### src/rtl/mem_access_unit_if.sv
// Data-memory bus between the pipeline's memory-access unit (master)
// and the data memory (slave).
interface mem_access_unit_if;
  logic [31:0] DMEM_ADDR;
  logic        DMEM_READ;
  logic        DMEM_WRITE;
  logic [3:0]  DMEM_BYTE_EN;
  logic [31:0] DMEM_WDATA;
  logic [31:0] DMEM_RDATA;
  logic        DMEM_READY;

  modport master (
    output DMEM_ADDR, DMEM_READ, DMEM_WRITE, DMEM_BYTE_EN, DMEM_WDATA,
    input  DMEM_RDATA, DMEM_READY
  );

  modport slave (
    input  DMEM_ADDR, DMEM_READ, DMEM_WRITE, DMEM_BYTE_EN, DMEM_WDATA,
    output DMEM_RDATA, DMEM_READY
  );
endinterface

### src/rtl/mem_access_unit.sv
// MEM-stage load/store unit: checks alignment, lane-aligns stores, stalls the
// pipeline while data memory responds, and formats load results.
module mem_access_unit (
  input  logic                      CLK,
  input  logic                      RESET,
  input  logic                      MEM_READ_EN,
  input  logic                      MEM_WRITE_EN,
  input  logic [2:0]                MEM_FUNCT3,
  input  logic [31:0]               MEM_ALU_OUT,
  input  logic [31:0]               MEM_WRITE_DATA,
  output logic [31:0]               MEM_DATA_MEM_READ_DATA,
  output logic                      MEM_BUSY,
  output logic                      MEM_FAULT,
  mem_access_unit_if.master         dmem
);

  typedef enum logic [1:0] {IDLE, ACCESS, DONE} state_t;

  state_t      r_state;
  state_t      w_state_next;
  logic        w_req, w_is_read, w_illegal, w_misaligned, w_legal;
  logic        w_start, w_fault, w_access;
  logic [3:0]  w_byte_en;
  logic [31:0] w_wdata;

  logic [31:0] r_addr;
  logic [1:0]  r_lane;
  logic [2:0]  r_funct3;
  logic        r_is_read;
  logic [3:0]  r_byte_en;
  logic [31:0] r_wdata;
  logic [31:0] r_rdata;

  logic [7:0]  w_rbyte [4];
  logic [7:0]  w_sel_byte;
  logic [15:0] w_sel_half;
  logic [31:0] w_load_data;

  // A request seen while reset is asserted never starts or faults.
  assign w_req     = RESET & (MEM_READ_EN | MEM_WRITE_EN);
  assign w_is_read = MEM_READ_EN;

  always_comb begin
    w_illegal    = 1'b0;
    w_misaligned = 1'b0;
    if (w_is_read)
      w_illegal = (MEM_FUNCT3 == 3'b011) || (MEM_FUNCT3[2:1] == 2'b11);
    else
      w_illegal = MEM_FUNCT3[2] || (MEM_FUNCT3[1:0] == 2'b11);
    w_misaligned = ((MEM_FUNCT3[1:0] == 2'b01) && MEM_ALU_OUT[0]) ||
                   ((MEM_FUNCT3[1:0] == 2'b10) && (MEM_ALU_OUT[1:0] != 2'b00));
  end
  assign w_legal = !w_illegal && !w_misaligned;

  always_comb begin
    w_byte_en = 4'b1111;
    w_wdata   = MEM_WRITE_DATA;
    case (MEM_FUNCT3[1:0])
      2'b00: begin
        w_byte_en = 4'b0001 << MEM_ALU_OUT[1:0];
        w_wdata   = {4{MEM_WRITE_DATA[7:0]}};
      end
      2'b01: begin
        w_byte_en = 4'b0011 << {MEM_ALU_OUT[1], 1'b0};
        w_wdata   = {2{MEM_WRITE_DATA[15:0]}};
      end
      default: ;
    endcase
    if (w_is_read)
      w_wdata = 32'd0;
  end

  always_comb begin
    w_state_next = r_state;
    w_start      = 1'b0;
    w_fault      = 1'b0;
    MEM_BUSY     = 1'b0;
    case (r_state)
      IDLE: begin
        if (w_req) begin
          if (w_legal) begin
            w_start      = 1'b1;
            MEM_BUSY     = 1'b1;
            w_state_next = ACCESS;
          end else begin
            w_fault = 1'b1;
          end
        end
      end
      ACCESS: begin
        MEM_BUSY = 1'b1;
        if (dmem.DMEM_READY)
          w_state_next = DONE;
      end
      DONE:    w_state_next = IDLE;
      default: w_state_next = IDLE;
    endcase
  end

  always_ff @(posedge CLK) begin
    if (!RESET)
      r_state <= IDLE;
    else
      r_state <= w_state_next;
  end

  always_ff @(posedge CLK) begin
    if (!RESET) begin
      r_addr    <= 32'd0;
      r_lane    <= 2'd0;
      r_funct3  <= 3'd0;
      r_is_read <= 1'b0;
      r_byte_en <= 4'd0;
      r_wdata   <= 32'd0;
      r_rdata   <= 32'd0;
    end else begin
      if (w_start) begin
        r_addr    <= {MEM_ALU_OUT[31:2], 2'b00};
        r_lane    <= MEM_ALU_OUT[1:0];
        r_funct3  <= MEM_FUNCT3;
        r_is_read <= w_is_read;
        r_byte_en <= w_byte_en;
        r_wdata   <= w_wdata;
      end
      // Stores leave the last load result in place.
      if (r_state == ACCESS && dmem.DMEM_READY && r_is_read)
        r_rdata <= w_load_data;
      else if (w_fault)
        r_rdata <= 32'd0;
    end
  end

  genvar gi;
  generate
    for (gi = 0; gi < 4; gi++) begin : g_lane
      assign w_rbyte[gi] = dmem.DMEM_RDATA[8*gi +: 8];
    end
  endgenerate

  assign w_sel_byte = w_rbyte[r_lane];
  assign w_sel_half = {w_rbyte[{r_lane[1], 1'b1}], w_rbyte[{r_lane[1], 1'b0}]};

  always_comb begin
    w_load_data = dmem.DMEM_RDATA;
    case (r_funct3)
      3'b000:  w_load_data = {{24{w_sel_byte[7]}}, w_sel_byte};
      3'b001:  w_load_data = {{16{w_sel_half[15]}}, w_sel_half};
      3'b100:  w_load_data = {24'd0, w_sel_byte};
      3'b101:  w_load_data = {16'd0, w_sel_half};
      default: w_load_data = dmem.DMEM_RDATA;
    endcase
  end

  assign w_access          = (r_state == ACCESS);
  assign dmem.DMEM_READ    = w_access & r_is_read;
  assign dmem.DMEM_WRITE   = w_access & ~r_is_read;
  assign dmem.DMEM_ADDR    = w_access ? r_addr : 32'd0;
  assign dmem.DMEM_BYTE_EN = w_access ? r_byte_en : 4'd0;
  assign dmem.DMEM_WDATA   = w_access ? r_wdata : 32'd0;

  assign MEM_FAULT              = w_fault;
  assign MEM_DATA_MEM_READ_DATA = w_fault ? 32'd0 : r_rdata;

endmodule

### src/flat_wrapper.sv
// flat-port wrapper written by rule: the top's interface ports become plain ports
module mem_access_unit_flat 
  (CLK, RESET, MEM_READ_EN, MEM_WRITE_EN, MEM_FUNCT3, MEM_ALU_OUT, MEM_WRITE_DATA, MEM_DATA_MEM_READ_DATA, MEM_BUSY, MEM_FAULT, dmem_DMEM_ADDR, dmem_DMEM_READ, dmem_DMEM_WRITE, dmem_DMEM_BYTE_EN, dmem_DMEM_WDATA, dmem_DMEM_RDATA, dmem_DMEM_READY);
  mem_access_unit_if dmem_i ();
  input  logic CLK;
  input  logic RESET;
  input  logic MEM_READ_EN;
  input  logic MEM_WRITE_EN;
  input  logic [2:0] MEM_FUNCT3;
  input  logic [31:0] MEM_ALU_OUT;
  input  logic [31:0] MEM_WRITE_DATA;
  output logic [31:0] MEM_DATA_MEM_READ_DATA;
  output logic MEM_BUSY;
  output logic MEM_FAULT;
  output wire logic [$bits(dmem_i.DMEM_ADDR)-1:0] dmem_DMEM_ADDR;
  output wire logic [$bits(dmem_i.DMEM_READ)-1:0] dmem_DMEM_READ;
  output wire logic [$bits(dmem_i.DMEM_WRITE)-1:0] dmem_DMEM_WRITE;
  output wire logic [$bits(dmem_i.DMEM_BYTE_EN)-1:0] dmem_DMEM_BYTE_EN;
  output wire logic [$bits(dmem_i.DMEM_WDATA)-1:0] dmem_DMEM_WDATA;
  input wire logic [$bits(dmem_i.DMEM_RDATA)-1:0] dmem_DMEM_RDATA;
  input wire logic [$bits(dmem_i.DMEM_READY)-1:0] dmem_DMEM_READY;
  assign dmem_DMEM_ADDR = dmem_i.DMEM_ADDR;
  assign dmem_DMEM_READ = dmem_i.DMEM_READ;
  assign dmem_DMEM_WRITE = dmem_i.DMEM_WRITE;
  assign dmem_DMEM_BYTE_EN = dmem_i.DMEM_BYTE_EN;
  assign dmem_DMEM_WDATA = dmem_i.DMEM_WDATA;
  assign dmem_i.DMEM_RDATA = dmem_DMEM_RDATA;
  assign dmem_i.DMEM_READY = dmem_DMEM_READY;
  mem_access_unit u_core (.CLK(CLK), .RESET(RESET), .MEM_READ_EN(MEM_READ_EN), .MEM_WRITE_EN(MEM_WRITE_EN), .MEM_FUNCT3(MEM_FUNCT3), .MEM_ALU_OUT(MEM_ALU_OUT), .MEM_WRITE_DATA(MEM_WRITE_DATA), .MEM_DATA_MEM_READ_DATA(MEM_DATA_MEM_READ_DATA), .MEM_BUSY(MEM_BUSY), .MEM_FAULT(MEM_FAULT), .dmem(dmem_i));
endmodule
### config.mk
export PLATFORM = sky130hd
export DESIGN_NAME = mem_access_unit_flat
export DESIGN_NICKNAME = d
export VERILOG_FILES = /design/src/rtl/mem_access_unit_if.sv /design/src/rtl/mem_access_unit.sv /design/src/flat_wrapper.sv
export SDC_FILE = /design/constraint.sdc
export NUM_CORES = 1
export LEC_CHECK = 0
export ABC_AREA = 1
export BUFFER_PORTS_ARGS = -buffer_cell sky130_fd_sc_hd__buf_2
export CORE_MARGIN = 2
export CORE_UTILIZATION = 50
export CTS_BUF_LIST = sky130_fd_sc_hd__clkbuf_16
export CTS_CLUSTER_DIAMETER = 30
export CTS_CLUSTER_SIZE = 40
export DETAILED_ROUTE_END_ITERATION = 12
export GPL_TIMING_DRIVEN = 0
export PLACE_DENSITY = 0.8
export SYNTH_ARGS = -nofsm -noshare
export SYNTH_HDL_FRONTEND = slang
export SYNTH_SLANG_ARGS = --single-unit
### constraint.sdc
create_clock -name CLK -period 1.65 [get_ports CLK]
set_input_delay 0.165 -clock CLK [delete_from_list [all_inputs] [get_ports CLK]]
set_output_delay 0.165 -clock CLK [all_outputs]
set_load 0.02 [all_outputs]
==> results of run 1 <==
sequential cells by signal, summed over array words and instances (netlist names):
register          flops
u_core.r_state        2
u_core.r_byte_en      4
u_core.r_lane         2
u_core.r_rdata       32
u_core.r_addr        30
u_core.r_wdata       32
u_core.r_is_read      1
u_core.r_funct3       3
per-layer routing:
metal  GRT usage [%]  share of wire, %
met1            36.4                41
met2            47.8                49
met3            5.53               7.0
met4            10.6               2.5
met5               0             0.065
cell usage after synthesis:
cell type  count
o21ai_0       53
dfxtp_1      106
a21oi_1       37
o211ai_1       1
nor2_2         1
inv_2          6
nor2_1       267
buf_4          3
buf_2         16
nand3_4        1
o21ai_1        1
clkbuf_1      33
o2111ai_1     11
a211oi_1       8
or2_2          7
conb_1         1
inv_1        143
nand2_1      280
clkbuf_2       1
clkinv_2       1
nor2_4         1
clkinv_1       2
buf_6          8
nor3_1         1
nand2_2        3
nand3_1       38
cell families after synthesis:
kind of cell    synth area share (%)
other cells                   0.0627
flops                           35.5
compound gates                  10.3
simple gates                    39.2
buf+inv                         14.9
worst max path at each step:
stage | cells after the start | slack, ps | endpoint
6_report | 8 | -140 | MEM_DATA_MEM_READ_DATA[15]
2_1_floorplan | 7 | 250 | MEM_DATA_MEM_READ_DATA[0]
5_1_grt | 8 | -180 | MEM_DATA_MEM_READ_DATA[15]
4_1_cts | 8 | -120 | MEM_DATA_MEM_READ_DATA[20]
3_5_place_dp | 8 | -50 | u_core.r_rdata[7]
3_3_place_gp | 8 | -100 | u_core.r_rdata[7]
power groups by stage:
stage	registers (W)	clock network (W)	logic, W
2_1_floorplan	0.00276	0	0.000639
3_3_place_gp	0.00277	0	0.000972
3_5_place_dp	0.00277	0	0.000982
4_1_cts	0.00272	0.00236	0.00106
5_1_grt	0.00273	0.00245	0.00134
6_report	0.00272	0.00233	0.00122
layout make-up:
type | count | area share [%]
multi-input cells | 712 | 38.7
flip-flops and latches | 106 | 25.1
repair buffers | 228 | 17.6
inverters | 152 | 7.08
plain buffers | 61 | 5.37
clock buffers | 9 | 2.66
well taps | 143 | 2.11
clock inverters | 7 | 1.11
repair inverters | 1 | 0.192
diodes | 1 | 0.0296
per-stage QoR:
step / worst slack (ps) / total power, W / area [sq um] / TNS, ps
floorplan: 248 / 0.00340 / 5990 / 0
CTS: -123 / 0.00613 / 7850 / -3080
global placement: -99.1 / 0.00374 / 7190 / -494
finish: -135 / 0.00627 / 8470 / -5970
global route: -180 / 0.00652 / 8470 / -14120
detailed placement: -54.5 / 0.00375 / 7190 / -180
repair_timing:
item / 4_1_cts / 5_1_grt
setup endpoints to repair: 112 / 196
resized for setup: 94 / 160
setup buffers: 11 / 7
cloned: 1 / 6
hold buffers: 0 / 0
pin swaps: 5 / 15
critical path, stage by stage (launching register included):
cell and delay (ps):
dfxtp_2 330, nor2_2 120, nand2_2 80, nor2_4 180, nand2_8 130, buf_8 180
nand2_4 70, inv_2 40, buf_6 120
==> results.cfg, run 1 <==
[yosys]
syn-mean-instance-area_sq_um = 5.81
synth_cells = 1030
synth_area_leader_cell = dfxtp_1
synth_area_sq_um = 5980
synth_top_cell_area_share_pct = 35.5
ys_seq_elements = 106
ys_warn_count = 0
synth.area.top_cells = dfxtp_1 (35%), nand2_1 (18%), nor2_1 (17%)
synth_cell_types = 26
synth-seq-area-share_pct = 35.5

[sta]
final_max_slew_viol_count = 0
fmax_ghz = 0.560
finalCritPeriodShare_pct = 108
fin_skew_ps = 5.72
max-slew-margin-rel_pct = 52.0
layout_setup_ws_ps = -135
worstMarginPinSlew_ps = 721
setup_violations = 109
period_minus_slack_ps = 1790
hold_viol = 0
whs_ps = 44.6
rsz0062_at_grt = yes

[floorplanning]
core_area_sq_um = 11600
start_util_pct = 51.7
num_rows = 39
die_area_sq_um = 12900
die_y_um = 113
die_w_um = 113
io_pins = 208

[placement]
gp_congestion = 0.971
place_hpwl_um = 13700
io_buffers = 204
dp_cells = 1378

[clock_tree]
clockRootBuffer = clkbuf_16
worstSkewPairLatency_ps = 360
cts_max_path_buffers = 2
clk_pin_slew_ps = 70
cts_tree = done
htree_levels = 3
clock-sinks = 106
cts_buffers = 9

[worst_setup_path]
required_ps = 1480
r2r-start = u_core.r_state[1]
cp-end-kind = output pin
path_class = register to output pin
cp.arrival_ps = 1620
cp-start-kind = register
cp_max_fo = 8
r2r_cells = 13
r2r-end = u_core.r_rdata[16]
cp-startpoint = u_core.r_state[1]
ff2ff_setup_slack_ps = -40

[power_and_ir_drop]
p_per_area_nw_per_um2 = 741
leakagePower_nw = 4.38
vdd_ir_drop_max_mv = 0.634
seqPwrFrac_pct = 43.3
power_frac_comb_pct = 19.5
clockPowerShare_pct = 37.1
p_int_w = 0.00447
switching_share_pct = 28.7
p_sw_w = 0.00180

[route]
vias = 7092
routed_via_density = 4.99
avgRoutedWirePerCell_um = 14.1
first_iter_violations = 576
remaining_drc_errors = 0
routed_wirelength_um = 20000
dr.pass1.iters = 5
ant_nets = 0

[finish]
layout_commonest_cell = nor2_1
nFillCells = 1020
syn_to_final_growth_pct = 41.5
multi_input_area_sq_um = 3280
regArea_sq_um = 2120
final_util_pct = 73.2
stdcell_count = 1420
drive_gt1_share_pct = 30.0
final_cell_mix = nor2_1 (254), nand2_1 (243), buf_2 (179)
fin_nets = 1375

[hold_path]
min_from = MEM_ALU_OUT[21]
hold_path_class = primary input to register
holdPathEnd = u_core.r_addr[21]
holdPathStages = 3

[job]
cap_violations = 0

[outcome]
status = finished with violations
violations = setup timing

[global_routing]
grt_overflow = 0
grt_antenna_before_repair = 2
grt_max_degree = 18
grtUsageTotal_pct = 28.5
grt_pass1_wl_um = 29000
grt_pass1_vias = 5961
Power figures use the tool's default switching activity.
==> run 2, diff against run 1 <==
- clock period: 1.65 -> 1.8 ns (I/O delays scaled with it)
==> results.cfg, run 2 (same netlist as run 1, synthesis figures left out) <==
[floorplanning]
num_rows = 39
die_w_um = 113
core_area_sq_um = 11600
start_util_pct = 51.7
die_y_um = 113
io_pins = 208
die_area_sq_um = 12900

[worst_setup_path]
path_class = register to output pin
cp-start-kind = register
cp_max_fo = 8
cp-end-kind = output pin
crit_slowest_cell = dfxtp_2
cp_cell_sequence = nor2_2 -> nand2_2 -> nor2_4 -> nand2_4 -> buf_8 -> inv_8 -> nor2_1 -> buf_2
critPathMaxStageDelay_ps = 320
cp.arrival_ps = 1610
r2r_cells = 8
required_ps = 1620

[sta]
max-slew-margin-rel_pct = 58.0
finalCritPeriodShare_pct = 99.6
final_max_slew_viol_count = 0
setup_violations = 0
period_minus_slack_ps = 1790
fmax_ghz = 0.558
rsz0062_at_grt = yes
fin_skew_ps = 7.54
hold_viol = 0
worstMarginPinSlew_ps = 630

[placement]
dpl_cell_area_sq_um = 7190
io_buffers = 204
gp_congestion = 0.971
place_hpwl_um = 13700

[finish]
final_cell_mix = nor2_1 (258), nand2_1 (257), buf_2 (190)
nFillCells = 1107
reg_top3 = u_core.r_rdata: 32 flops, u_core.r_wdata: 32 flops, u_core.r_addr: 30 flops
drive_gt1_share_pct = 25.3
fin_nets = 1357
design_area_sq_um = 7890
layout_commonest_cell = nor2_1
syn_to_final_growth_pct = 31.8
final_util_pct = 68.2

[job]
cap_violations = 0

[power_and_ir_drop]
leakagePower_nw = 4.14
vdd_ir_drop_max_mv = 0.573
p_per_area_nw_per_um2 = 713

[hold_path]
hold_path_class = primary input to register
holdPathStages = 3

[clock_tree]
clockRootBuffer = clkbuf_16
cts_max_path_buffers = 2
clk_pin_slew_ps = 70
cts_buffers = 9
htree_levels = 3
worstSkewPairLatency_ps = 360
clock-sinks = 106
cts_tree = done

[global_routing]
grtUsageTotal_pct = 27.9
grt_pass1_vias = 5874
grt_max_degree = 18
grt_overflow = 0
grt_antenna_before_repair = 3
grt_pass1_wl_um = 28400

[route]
first_iter_violations = 539
routed_wirelength_um = 18700
vias = 6898
remaining_drc_errors = 0
ant_nets = 0
routed_via_density = 4.92
avgRoutedWirePerCell_um = 13.4
dr.pass1.iters = 5

[outcome]
status = finished, final reports clean
## run 2: repair_timing
| item | 4_1_cts | 5_1_grt |
|---|---|---|
| buffers inserted | 4 | 1 |
| hold buffers | 0 | 0 |
| cloned | 2 | 1 |
| resized for setup | 30 | 89 |
| pin swaps | 2 | 3 |
| endpoints found under the setup margin | 65 | 118 |
## run 2: final timing paths
kind                startpoint                         to  slack [ps]
min reg2reg  u_core.r_wdata[8]          u_core.r_wdata[8]         470
max          u_core.r_state[0]  MEM_DATA_MEM_READ_DATA[6]           7
min            MEM_ALU_OUT[22]          u_core.r_addr[22]          70
max reg2reg  u_core.r_state[0]         u_core.r_rdata[23]         110
## run 2: stage by stage
step	hold slack (ps)	std cells	setup TNS [ps]	setup WS [ps]	power, W
floorplan	319	1031	0	368	0.00312
global placement	430	1378	0	50.9	0.00343
detailed placement	439	1378	0	95.5	0.00344
CTS	62.2	1399	-259	-22.6	0.00560
global route	79.2	1403	-714	-51.9	0.00584
finish	70.8	1403	0	7.16	0.00562
## run 2: layout make-up
class / instances / area, sq um / area share, %
multi-input combinational: 712 / 3090 / 39.2
clock inverter: 7 / 93.8 / 1.19
timing repair inverter: 1 / 11.3 / 0.143
sequential: 106 / 2120 / 26.9
tap: 143 / 179 / 2.27
buffer: 60 / 352 / 4.46
inverter: 152 / 583 / 7.39
timing repair buffer: 211 / 1220 / 15.5
clock buffer: 9 / 225 / 2.86
antenna: 2 / 5.00 / 0.0635
## run 2: critical path, delay by kind of cell (launching register included)
kind / cells / cell delay, ps
flops: 1 / 320
simple gates: 5 / 510
buf+inv: 3 / 410
## run 2: power breakdown
part / internal [W] / switching, W
clock: 0.00122 / 0.000920
sequential: 0.00244 / 0.0000506
combinational: 0.000361 / 0.000626
total: 0.00402 / 0.00160
## run 2: layer usage
metal | track usage, % | part of all wire [%]
met2 | 46.1 | 47
met5 | 0 | 0.069
met4 | 12.1 | 2.9
met1 | 36.3 | 43
met3 | 4.52 | 6.7
==> run 3, diff against run 2 <==
- GPL_ROUTABILITY_DRIVEN: default -> 0
- PLACE_DENSITY: 0.8 -> 0.86
==> results.cfg, run 3 (same netlist as run 1, synthesis figures left out) <==
[finish]
layout_commonest_cell = nor2_1
fin_nets = 1359
nFillCells = 1065
final_cell_mix = nor2_1 (265), nand2_1 (263), buf_2 (207)
reg_top3 = u_core.r_rdata: 32 flops, u_core.r_wdata: 32 flops, u_core.r_addr: 30 flops
stdcell_count = 1404
syn_to_final_growth_pct = 30.0
final_util_pct = 67.3
drive_gt1_share_pct = 24.6

[clock_tree]
cts_tree = done
cts_max_path_buffers = 2
worstSkewPairLatency_ps = 350
cts_buffers = 9
clock-sinks = 106
clockRootBuffer = clkbuf_16
htree_levels = 3
clk_pin_slew_ps = 80

[sta]
setup_violations = 0
period_minus_slack_ps = 1740
layout_setup_ws_ps = 61.8
hold_viol = 0
whs_ps = 77.7
fmax_ghz = 0.575
finalCritPeriodShare_pct = 96.6
worstMarginPinSlew_ps = 533
max-slew-margin-rel_pct = 64.5
final_max_slew_viol_count = 0
fin_skew_ps = 14.9
rsz0062_at_grt = yes

[floorplanning]
die_area_sq_um = 12900
die_w_um = 113
core_area_sq_um = 11600
io_pins = 208
start_util_pct = 51.7
die_y_um = 113
num_rows = 39

[power_and_ir_drop]
p_sw_w = 0.00161
clockPowerShare_pct = 37.2
p_per_area_nw_per_um2 = 710
p_total_w = 0.00552
leakagePower_nw = 4.13
seqPwrFrac_pct = 45.1
switching_share_pct = 29.2
p_int_w = 0.00391
power_frac_comb_pct = 17.7
vdd_ir_drop_max_mv = 0.489

[worst_setup_path]
crit_top_cell = nand2_2
cp-end-kind = output pin
cp_cell_sequence = nor2_2 -> nand2_2 -> nor2_4 -> nand2_4 -> buf_6 -> nand2_2 -> inv_1 -> buf_2
cp_max_fo = 7
cp-start-kind = register
critPathMaxStageDelay_ps = 330
cp.arrival_ps = 1560
path_class = register to output pin
required_ps = 1620
crit_slowest_cell = dfxtp_2

[placement]
pre_cts_ws_ps = 66.3
place_hpwl_um = 13800
io_buffers = 204
dp_cells = 1378

[route]
remaining_drc_errors = 0
first_iter_violations = 540
vias = 7047
routed_via_density = 5.02
avgRoutedWirePerCell_um = 13.2
ant_nets = 0
routed_wirelength_um = 18500
dr.pass1.iters = 5

[global_routing]
grt_pass1_vias = 6064
grt_antenna_before_repair = 2
grt_overflow = 0
grt_pass1_wl_um = 28200
grtUsageTotal_pct = 27.1
grt_max_degree = 20

[hold_path]
hold_path_class = primary input to register

[job]
cap_violations = 0

[outcome]
status = finished, final reports clean
-- run 3: what timing repair did --
item | in CTS | in global routing
resized for setup | 14 | 72
cloned | 0 | 3
hold buffers | 0 | 0
buffers inserted | 0 | 7
pin swaps | 0 | 3
endpoints found under the setup margin | 60 | 117
-- run 3: layout make-up --
class / instances / area [sq um] / share of cell area (%)
Clock inverter: 7 / 82.6 / 1.06
Timing Repair inverter: 1 / 6.26 / 0.0804
Tap cell: 143 / 179 / 2.30
Sequential cell: 106 / 2120 / 27.3
Inverter: 152 / 579 / 7.45
Timing Repair Buffer: 213 / 1160 / 14.9
Multi-Input combinational cell: 712 / 3070 / 39.4
Antenna cell: 1 / 2.50 / 0.0322
Clock buffer: 9 / 225 / 2.89
Buffer: 60 / 360 / 4.63
-- run 3: worst max-delay path: cells and delay by family (launching register included) --
kind | cells | cell delay (ps)
buffers and inverters | 3 | 370
DFF | 1 | 330
and+or+nand+nor | 5 | 530
-- run 3: stage by stage --
| stage | instance area (sq um) | setup TNS, ps |
|---|---|---|
| floorplan | 5990 | 0 |
| global placement | 7190 | 0 |
| detailed placement | 7190 | 0 |
| CTS | 7530 | 0 |
| global route | 7780 | -156 |
| finish | 7780 | 0 |
-- run 3: routing by layer --
layer | up-vias | wire (um) | GRT usage (%)
met2 | 351 | 9040 | 46.4
li1 | 3540 | - | -
met3 | 46 | 1590 | 4.30
met1 | 3108 | 7390 | 34.5
met4 | 2 | 470 | 9.92
met5 | - | 13 | 0
-- run 3: power by group through the flow --
| stage | registers (W) | logic, W | clock network, W |
|---|---|---|---|
| after floorplan | 0.00253 | 0.000586 | 0 |
| after global placement | 0.00254 | 0.000880 | 0 |
| after detailed placement | 0.00254 | 0.000893 | 0 |
| after CTS | 0.00249 | 0.000908 | 0.00206 |
| after global routing | 0.00250 | 0.00108 | 0.00217 |
| final | 0.00249 | 0.000977 | 0.00206 |
-- run 3: final timing paths --
check,cells past startpoint,startpoint,end,slack (ps)
setup / recovery,8,u_core.r_state[0],MEM_DATA_MEM_READ_DATA[13],60
hold / removal,3,MEM_ALU_OUT[2],u_core.r_addr[2],80
hold reg to reg,2,u_core.r_wdata[23],u_core.r_wdata[23],470
setup reg to reg,8,u_core.r_state[0],u_core.r_rdata[23],130
